`src/rtl/tm_snn_pkg.sv`:
```
// Shared definitions for the time-multiplexed SNN slice: neuron-array defaults,
// decoder state encoding and the spike-count type.
package tm_snn_pkg;

    localparam int unsigned NEURONS_DEF       = 8;
    localparam int unsigned SLOT_W_DEF        = $clog2(NEURONS_DEF);
    localparam int unsigned CNT_W_DEF         = 4;
    localparam int unsigned WINDOW_FRAMES_DEF = 16;

    typedef enum logic {
        IDLE  = 1'b0,
        DRAIN = 1'b1
    } dec_state_e;

    typedef logic [CNT_W_DEF-1:0] count_t;

endpackage

```
`src/rtl/tm_rate_bank.sv`:
```
// Live/shadow spike-count arrays for the spike decoder.
// TM_DEC_SATURATE_EN: live counters saturate instead of wrapping.
module tm_rate_bank
    import tm_snn_pkg::*;
#(
    parameter int unsigned NEURONS = NEURONS_DEF,
    parameter int unsigned SLOT_W  = SLOT_W_DEF,
    parameter int unsigned CNT_W   = CNT_W_DEF
) (
    input  logic              clk,
    input  logic              rst_n,
    input  logic              inc_en,
    input  logic [SLOT_W-1:0] inc_idx,
    input  logic              clear,
    input  logic              snap,
    input  logic [SLOT_W-1:0] rd_idx,
    output logic [CNT_W-1:0]  rd_count_c
);

    localparam logic [CNT_W-1:0] CNT_MAX = '1;

    logic [CNT_W-1:0] live_q   [NEURONS];
    logic [CNT_W-1:0] shadow_q [NEURONS];
    logic [CNT_W-1:0] live_inc [NEURONS];

    // Live value including this cycle's increment; this is what a snapshot captures.
    always_comb begin
        for (int i = 0; i < int'(NEURONS); i++) begin
            live_inc[i] = live_q[i];
            if (inc_en && (inc_idx == SLOT_W'(i))) begin
`ifdef TM_DEC_SATURATE_EN
                if (live_q[i] != CNT_MAX) begin
                    live_inc[i] = live_q[i] + CNT_W'(1);
                end
`else
                live_inc[i] = live_q[i] + CNT_W'(1);
`endif
            end
        end
    end

    always_ff @(posedge clk) begin
        if (!rst_n) begin
            for (int i = 0; i < int'(NEURONS); i++) begin
                live_q[i]   <= '0;
                shadow_q[i] <= '0;
            end
        end else begin
            for (int i = 0; i < int'(NEURONS); i++) begin
                live_q[i] <= clear ? '0 : live_inc[i];
                if (snap) begin
                    shadow_q[i] <= live_inc[i];
                end
            end
        end
    end

    // Read port returns the value the shadow holds after this edge.
    always_comb begin
        rd_count_c = snap ? live_inc[rd_idx] : shadow_q[rd_idx];
    end

endmodule

```
`src/rtl/tm_spike_decoder.sv`:
```
// Slot-tagged spike stream to per-neuron windowed spike counts, drained over valid/ready.
// TM_DEC_SATURATE_EN selects saturating (defined) or wrapping (undefined) counters.
module tm_spike_decoder
    import tm_snn_pkg::*;
#(
    parameter int unsigned NEURONS       = NEURONS_DEF,
    parameter int unsigned SLOT_W        = SLOT_W_DEF,
    parameter int unsigned CNT_W         = CNT_W_DEF,
    parameter int unsigned WINDOW_FRAMES = WINDOW_FRAMES_DEF
) (
    input  logic              clk,
    input  logic              rst_n,
    input  logic              in_valid,
    input  logic [SLOT_W-1:0] in_slot,
    input  logic              in_spike,
    output logic              out_valid,
    input  logic              out_ready,
    output logic [SLOT_W-1:0] out_id,
    output logic [CNT_W-1:0]  out_count,
    output logic              out_last,
    output logic              overrun
);

    localparam int unsigned       FRAME_W    = (WINDOW_FRAMES > 1) ? $clog2(WINDOW_FRAMES) : 1;
    localparam logic [SLOT_W-1:0]  LAST_SLOT  = SLOT_W'(NEURONS - 1);
    localparam logic [FRAME_W-1:0] LAST_FRAME = FRAME_W'(WINDOW_FRAMES - 1);

    dec_state_e         state_q, state_d;
    logic [SLOT_W-1:0]  rd_q, rd_d;
    logic [FRAME_W-1:0] frame_q;
    logic               accept, frame_end, win_end;
    logic               hs, last_hs, snap, overrun_d;
    logic [CNT_W-1:0]   rd_count_c;

    always_comb begin
        accept    = in_valid && (32'(in_slot) < NEURONS);
        frame_end = accept && (in_slot == LAST_SLOT);
        win_end   = frame_end && (frame_q == LAST_FRAME);
        hs        = (state_q == DRAIN) && out_ready;
        last_hs   = hs && (rd_q == LAST_SLOT);
    end

    tm_rate_bank #(
        .NEURONS (NEURONS),
        .SLOT_W  (SLOT_W),
        .CNT_W   (CNT_W)
    ) u_bank (
        .clk        (clk),
        .rst_n      (rst_n),
        .inc_en     (accept && in_spike),
        .inc_idx    (in_slot),
        .clear      (win_end),
        .snap       (snap),
        .rd_idx     (rd_d),
        .rd_count_c (rd_count_c)
    );

    always_ff @(posedge clk) begin
        if (!rst_n) begin
            frame_q <= '0;
        end else if (frame_end) begin
            frame_q <= (frame_q == LAST_FRAME) ? '0 : frame_q + FRAME_W'(1);
        end
    end

    // Next-state: a window end is only snapshotted when no drain is still pending.
    always_comb begin
        state_d   = state_q;
        rd_d      = rd_q;
        snap      = 1'b0;
        overrun_d = 1'b0;
        case (state_q)
            IDLE: begin
                if (win_end) begin
                    state_d = DRAIN;
                    rd_d    = '0;
                    snap    = 1'b1;
                end
            end
            DRAIN: begin
                if (hs) begin
                    if (last_hs) begin
                        state_d = IDLE;
                        rd_d    = '0;
                    end else begin
                        rd_d = rd_q + SLOT_W'(1);
                    end
                end
                if (win_end) begin
                    if (last_hs) begin
                        state_d = DRAIN;
                        rd_d    = '0;
                        snap    = 1'b1;
                    end else begin
                        overrun_d = 1'b1;
                    end
                end
            end
            default: begin
                state_d = IDLE;
            end
        endcase
    end

    always_ff @(posedge clk) begin
        if (!rst_n) begin
            state_q   <= IDLE;
            rd_q      <= '0;
            out_valid <= 1'b0;
            out_id    <= '0;
            out_count <= '0;
            out_last  <= 1'b0;
            overrun   <= 1'b0;
        end else begin
            state_q   <= state_d;
            rd_q      <= rd_d;
            out_valid <= (state_d == DRAIN);
            out_id    <= (state_d == DRAIN) ? rd_d : '0;
            out_count <= (state_d == DRAIN) ? rd_count_c : '0;
            out_last  <= (state_d == DRAIN) && (rd_d == LAST_SLOT);
            overrun   <= overrun_d;
        end
    end

endmodule

```
`config.mk`:
```
export PLATFORM = sky130hd
export DESIGN_NAME = tm_spike_decoder
export DESIGN_NICKNAME = d
export VERILOG_FILES = /design/src/rtl/tm_snn_pkg.sv /design/src/rtl/tm_rate_bank.sv /design/src/rtl/tm_spike_decoder.sv
export SDC_FILE = /design/constraint.sdc
export NUM_CORES = 1
export LEC_CHECK = 0
export ABC_AREA = 1
export CAP_MARGIN = 30
export CELL_PAD_IN_SITES_DETAIL_PLACEMENT = 0
export CELL_PAD_IN_SITES_GLOBAL_PLACEMENT = 1
export CORE_UTILIZATION = 25
export CTS_CLUSTER_SIZE = 8
export DETAILED_ROUTE_END_ITERATION = 12
export GPL_ROUTABILITY_DRIVEN = 0
export GPL_TIMING_DRIVEN = 0
export PLACE_DENSITY = 0.57
export RECOVER_POWER = 50
export SKIP_LAST_GASP = 1
export SYNTH_ARGS = -nofsm -noshare
export SYNTH_HDL_FRONTEND = slang
export SYNTH_SLANG_ARGS = --single-unit
```
`constraint.sdc`:
```
create_clock -name clk -period 2.1 [get_ports clk]
set_clock_uncertainty 0.05 [all_clocks]
set_input_delay 0.42 -clock clk [delete_from_list [all_inputs] [get_ports clk]]
set_output_delay 0.42 -clock clk [all_outputs]
set_load 0.02 [all_outputs]
```
# Yosys cells after proc, flatten, opt, wreduce, memory -nomap -nowiden

Memories as Yosys holds them, arrays and structs flattened.
Index checks and enable logic that the tools add are counted.

Flip-flop bits (word level): 17
Memories: 2
Logic and storage cells: 122
Latch bits: 0
Memory bits (read-only): 0
Bits of input ports: 8
Output and inout port bits: 10
Memory bits (writable): 64

$mul: 0
Bitwise gates (word level): 18
Magnitude comparators: 1
Div/mod/pow operators: 0
Reduce and logical (&&, ||, !) cells: 17
Shift operators: 0
Mux-type cells: 57
Equality and inequality tests: 10
Add/sub/neg operators: 10

Memories:

| memory          | words | bits a word | read ports | clocked after Yosys merged registers in | wr ports | line               | source |
|---|---|---|---|---|---|---|---|
| u_bank.live_q   | 8     | 4           | 8          | 0                                       | 8        | tm_rate_bank.sv:22 | `logic [CNT_W-1:0] live_q [NEURONS];` |
| u_bank.shadow_q | 8     | 4           | 1          | 0                                       | 8        | tm_rate_bank.sv:23 | `logic [CNT_W-1:0] shadow_q [NEURONS];` |

Operators by type and width:

| operator                                                              | number |
|---|---|
| 4-bit two-way mux                                                     | 36 |
| 4-bit by 1-bit adder with 4-bit output, second input constant         | 9 |
| 3-bit equality test, second input constant                            | 6 |
| 1-bit OR                                                              | 16 |
| 3-bit two-way mux                                                     | 5 |
| 1-bit logical AND                                                     | 14 |
| 4-bit binary-select mux with 3-bit select                             | 1 |
| 1-bit two-way mux                                                     | 12 |
| 3-bit by 2-bit equality test with 1-bit output, second input constant | 2 |
| 3-bit one-hot mux with 2 select lines                                 | 1 |
| 4-bit equality test, second input constant                            | 1 |
| 4-bit >= comparator, second input constant                            | 1 |
| 3-bit inverter with 4-bit output                                      | 1 |
| 1-bit one-hot mux with 2 select lines                                 | 2 |
| 3-bit by 1-bit adder with 3-bit output, second input constant         | 1 |
| 3-bit by 1-bit equality test with 1-bit output, second input constant | 1 |
| 3-bit zero test                                                       | 1 |
| 3-bit AND reduction                                                   | 1 |
| 2-bit AND reduction                                                   | 1 |
| 1-bit inverter                                                        | 1 |

# Depth between registers and ports, before layout

Depth in word-level cells: 12
Depth in mapped cells: 12
Gate-level depth less buffers: 12

# By module

A second synthesis with hierarchy kept.

Cell total of the unflattened synthesis: 556
Area, all modules: 4144.0 µm²

Modules (own cells, without submodules):

| module           | cells each | times used | seq. area each (µm²) | area an instance (µm²) |
|---|---|---|---|---|
| tm_rate_bank     | 457        | 1          | 1601.5               | 3408.3 |
| tm_spike_decoder | 99         | 1          | 340.3                | 735.7 |

# Least setup slack after synthesis

Ideal clock, no wire load.

Path kind: reg2reg
Start: register state_q
End: memory u_bank.shadow_q[0][0] (netlist bit), enable pin
Arrival time: 1.919 ns
Stages on the path, launching flop included: 9
Path slack: -0.258 ns
Library setup time: 0.389 ns
Data required time: 1.661 ns
Clock period less this slack: 2.358 ns
Buffers on the path: 0
Cells stage by stage: dfxtp_1 nand2_1 inv_2 nand2_1 nand2_1 inv_1 nor2_2 inv_1 nand2_1

RTL lines:

| what                   | line                    | source |
|---|---|---|
| from (decl)            | tm_spike_decoder.sv:28  | `dec_state_e state_q, state_d;` |
| from (signal assigned) | tm_spike_decoder.sv:115 | `state_q <= state_d;` |
| to (decl)              | tm_rate_bank.sv:23      |  |

==> report_table.html <==
<table>
<tr><th>Metric</th><th>Value</th></tr>
<tr><th colspan="2">Timing</th></tr>
<tr><td>Setup total negative slack</td><td>0 ns</td></tr>
<tr><td>Fin crit period</td><td>2.05 ns</td></tr>
<tr><td>Hold Violations, Final</td><td>0</td></tr>
<tr><td>Portion of the clock cycle consumed by the worst path in the final layout</td><td>97.8%</td></tr>
<tr><td>Unrepaired setup endpoints after global routing</td><td>true</td></tr>
<tr><td>Final count of negative-setup-slack endpoints</td><td>0</td></tr>
<tr><td>Worst setup slack after layout</td><td>0.0458 ns</td></tr>
<tr><td>Post-Route Hold Slack</td><td>0.464 ns</td></tr>
<tr><td>Slew Viols, Final</td><td>0</td></tr>
<tr><td>Achievable frequency</td><td>0.487 GHz</td></tr>
<tr><td>Worst-Margin Slew</td><td>0.814 ns</td></tr>
<tr><td>Slew margin rel.</td><td>45.7%</td></tr>
<tr><th colspan="2">Layout</th></tr>
<tr><td>Core occupancy in the finished layout</td><td>31.8%</td></tr>
<tr><td>Fraction of layout cells with a size suffix above 1</td><td>11.3%</td></tr>
<tr><td>Area growth from synthesis to layout</td><td>23.2%</td></tr>
<tr><td>Post-layout net count</td><td>545</td></tr>
<tr><td>Area used by multi-input combinational logic</td><td>1790 µm²</td></tr>
<tr><td>Flip-flop and latch area</td><td>1940 µm²</td></tr>
<tr><td>Count of non-filler cells in the finished layout</td><td>742</td></tr>
<tr><td>Antenna fix cells</td><td>0</td></tr>
<tr><td>Number of fill cells in the layout</td><td>1,612</td></tr>
<tr><td>Final standard cell area without fillers</td><td>4850 µm²</td></tr>
<tr><th colspan="2">Synth</th></tr>
<tr><td>Post-synthesis cell type with the largest combined area</td><td>dfxtp_1</td></tr>
<tr><td>Syn Nets</td><td>503</td></tr>
<tr><td>Warnings, synthesis</td><td>0</td></tr>
<tr><td>Post-synthesis instance area</td><td>3940 µm²</td></tr>
<tr><td>Post-synthesis instance total</td><td>484</td></tr>
<tr><td>Distinct cell type count of the synthesized netlist</td><td>33</td></tr>
<tr><td>Fraction of post-synthesis cell area in the top cell type by area</td><td>24.9%</td></tr>
<tr><td>Synthesized flop and latch total</td><td>81</td></tr>
<tr><td>Main synth FF type</td><td>dfxtp_1</td></tr>
<tr><td>Syn_area_per_cell</td><td>8.13 µm²</td></tr>
<tr><td>Number of enable-type register cells in the synthesized netlist</td><td>32</td></tr>
<tr><td>Share of synthesized registers carrying an async set or reset</td><td>0%</td></tr>
<tr><td>Sequential area share after synthesis</td><td>49.3%</td></tr>
<tr><td>Leading cell types by total area after synthesis</td><td>dfxtp_1 25%, edfxtp_1 24%, nand2_1 9.8%</td></tr>
<tr><th colspan="2">Floorplanning</th></tr>
<tr><td>Number of I/O pins</td><td>18</td></tr>
<tr><td>Die height</td><td>127 µm</td></tr>
<tr><td>Area of the placeable core</td><td>15,300 µm²</td></tr>
<tr><td>Effective utilization at floorplan</td><td>25.8%</td></tr>
<tr><td>Width of the die</td><td>127 µm</td></tr>
<tr><td>Site row count</td><td>45</td></tr>
<tr><td>Total Die Area</td><td>16,200 µm²</td></tr>
<tr><th colspan="2">Clock network</th></tr>
<tr><td>CTS buffer count</td><td>9</td></tr>
<tr><td>Clock Tree Root</td><td>clkbuf_16</td></tr>
<tr><td>Insertion delay to the later sink of the worst-skew pair</td><td>0.34 ns</td></tr>
<tr><td>TritonCTS clock tree</td><td>yes</td></tr>
<tr><td>CTS HTree Levels</td><td>3</td></tr>
<tr><td>Clock Tree Buf Depth</td><td>2</td></tr>
<tr><td>Clock transition at path regs</td><td>0.06 ns</td></tr>
<tr><td>Number of sinks on the clock net</td><td>81</td></tr>
<tr><td>Hold-fix buffers, CTS</td><td>0</td></tr>
<tr><th colspan="2">Setup path</th></tr>
<tr><td>Worst-path fanout max</td><td>8</td></tr>
<tr><td>Category of the worst setup path launch point</td><td>flop</td></tr>
<tr><td>Source of the worst register-to-register timing path</td><td>rd_q[0]</td></tr>
<tr><td>Critical Path Sink Type</td><td>flop</td></tr>
<tr><td>Worst Path Required</td><td>2.09 ns</td></tr>
<tr><td>Terminus of the critical flop-to-flop path</td><td>u_bank.shadow_q[7][3]</td></tr>
<tr><td>Critical setup path kind</td><td>reg -&gt; reg</td></tr>
<tr><td>R2R Setup Slk</td><td>0.05 ns</td></tr>
<tr><td>Path depth of the worst reg2reg path</td><td>9</td></tr>
<tr><td>Critical path data arrival time</td><td>2.05 ns</td></tr>
<tr><th colspan="2">Global routing</th></tr>
<tr><td>Wire length of the first global-routing pass</td><td>15,900 µm</td></tr>
<tr><td>Overflow left after global routing</td><td>0</td></tr>
<tr><td>Via count of the first global-routing pass</td><td>3,101</td></tr>
<tr><td>Maximum number of pins on one net before global-route repair</td><td>15</td></tr>
<tr><td>Number of antenna violations at the first check in global routing</td><td>0</td></tr>
<tr><td>Combined global-route utilization of all metal layers</td><td>13.1%</td></tr>
<tr><th colspan="2">Flow run</th></tr>
<tr><td>Max Cap Violations</td><td>0</td></tr>
<tr><th colspan="2">Power</th></tr>
<tr><td>Power Density</td><td>682 nW/µm²</td></tr>
<tr><td>Static leakage</td><td>2.05 nW</td></tr>
<tr><td>Post-route total power</td><td>3.31 mW</td></tr>
<tr><td>Maximum resistive drop on vdd</td><td>0.000411 V</td></tr>
<tr><th colspan="2">Hold path</th></tr>
<tr><td>Sink of the worst hold path</td><td>u_bank.live_q[2][7]</td></tr>
<tr><td>Depth of the worst hold-timing path</td><td>2</td></tr>
<tr><td>HP Class</td><td>reg -&gt; reg</td></tr>
<tr><td>Start point of the worst min-delay path</td><td>u_bank.live_q[2][7]</td></tr>
<tr><th colspan="2">Placed design</th></tr>
<tr><td>DP Area</td><td>4370 µm²</td></tr>
<tr><td>Number of port buffers</td><td>17</td></tr>
<tr><td>Worst-case setup slack after placement</td><td>-0.887 ns</td></tr>
<tr><td>Final HPWL from detailed placement</td><td>7030 µm</td></tr>
<tr><td>Cell Count Post-Placement</td><td>712</td></tr>
<tr><th colspan="2">Detailed routing</th></tr>
<tr><td>Average wire length per cell after detail routing</td><td>13.3 µm</td></tr>
<tr><td>Post-detailed-route DRC marker count</td><td>0</td></tr>
<tr><td>DR iter-0 viols</td><td>159</td></tr>
<tr><td>Total detailed-routing wirelength</td><td>9830 µm</td></tr>
<tr><td>Avg Vias per Cell</td><td>4.24</td></tr>
<tr><td>First-pass iteration count of the detailed router</td><td>4</td></tr>
<tr><td>Remaining antenna violation count</td><td>0</td></tr>
<tr><td>Vias after detailed routing</td><td>3,148</td></tr>
<tr><th colspan="2">Run status</th></tr>
<tr><td>Run status</td><td>finished, final reports clean</td></tr>
</table>
==> timing repair <==
item,CTS,global route
setup buffers,5,6
pin swaps,4,2
resized for setup,21,17
cloned,3,0
setup endpoints to repair,86,79
==> where the power goes <==
group	total, mW	leakage, nW	switching, mW	internal, mW
Combinational	0.137	1.20	0.0941	0.0433
Clock	1.50	0.128	0.633	0.864
Sequential	1.67	0.722	0.0113	1.66
==> cell usage after synthesis (2+ instances only) <==
cell / instances
nand4_1: 6
ha_1: 11
a21oi_1: 7
nand2_4: 2
nor3_1: 5
nand3b_1: 16
xnor2_1: 8
nand2_1: 103
mux2i_1: 4
xor2_1: 9
and2_1: 2
o21ai_0: 8
nand2_2: 2
clkbuf_1: 4
and3_1: 2
nor2_1: 86
inv_2: 2
dfxtp_1: 49
buf_6: 2
nand3_1: 49
edfxtp_1: 32
buf_2: 6
inv_1: 59
==> layout by cell type (no fill, tap or decap), types with 9 or more instances in the layout <==
master | synthesis | routed
ha_1 | 11 | 10
buf_4 | 1 | 10
nor2_1 | 86 | 84
dlygate4sd3_1 | 0 | 10
nand2_1 | 103 | 100
inv_1 | 59 | 59
nand3b_1 | 16 | 16
clkbuf_16 | 0 | 10
edfxtp_1 | 32 | 32
nand3_1 | 49 | 49
xor2_1 | 9 | 9
dfxtp_1 | 49 | 48
==> critical path: stages (launching register included) <==
cell and delay (ns):
dfxtp_1 0.36, ha_1 0.18, ha_1 0.21, nand2_1 0.09
nand2_1 0.11, inv_1 0.08, nor2_4 0.13, clkinvlp_2 0.22
buf_4 0.20, nand2_4 0.12
==> per-layer routing <==
metal	GRT usage (%)	routed length, µm
met1	16.6	4670
met2	21.4	4640
met3	2.97	389
met4	5.32	135
met5	0	0
==> flip-flops by register name (all words and copies together), names as in the netlist <==
register and flops:
out_count 4, overrun 1, rd_q 3, u_bank.shadow_q 32, u_bank.live_q 32, state_q 1, out_id 3, frame_q 4
out_last 1
==> how the worst max path moves through the flow <==
stage,start,end,slack (ns),cells past startpoint
after floorplan,state_q,u_bank.shadow_q[0][0],0.04,8
after global placement,in_slot[2],u_bank.shadow_q[4][3],-0.87,7
after detailed placement,in_slot[2],u_bank.shadow_q[5][1],-0.89,7
after CTS,rd_q[0],out_count[3],0.02,11
after global routing,in_spike,u_bank.shadow_q[7][3],-0.11,8
final,rd_q[0],u_bank.shadow_q[7][3],0.05,9
==> area by class of cell <==
class,instances,share of cell area (%)
sequential,81,40.1
multi-input combinational,331,37.0
tap,211,5.44
clock buffer,11,5.24
timing repair buffer,28,5.08
inverter,62,4.82
buffer,13,1.73
clock inverter,5,0.619
==> kinds of logic after synthesis <==
| kind of cell | Yosys count | share of synthesized area, % |
|---|---|---|
| compound gates | 18 | 2.51 |
| xor+xnor | 17 | 3.78 |
| fa+ha+maj | 11 | 3.50 |
| buf+inv | 75 | 7.82 |
| flops | 81 | 49.3 |
| mux | 4 | 1.02 |
| simple gates | 278 | 32.0 |
(Power assumes the default switching activity.)
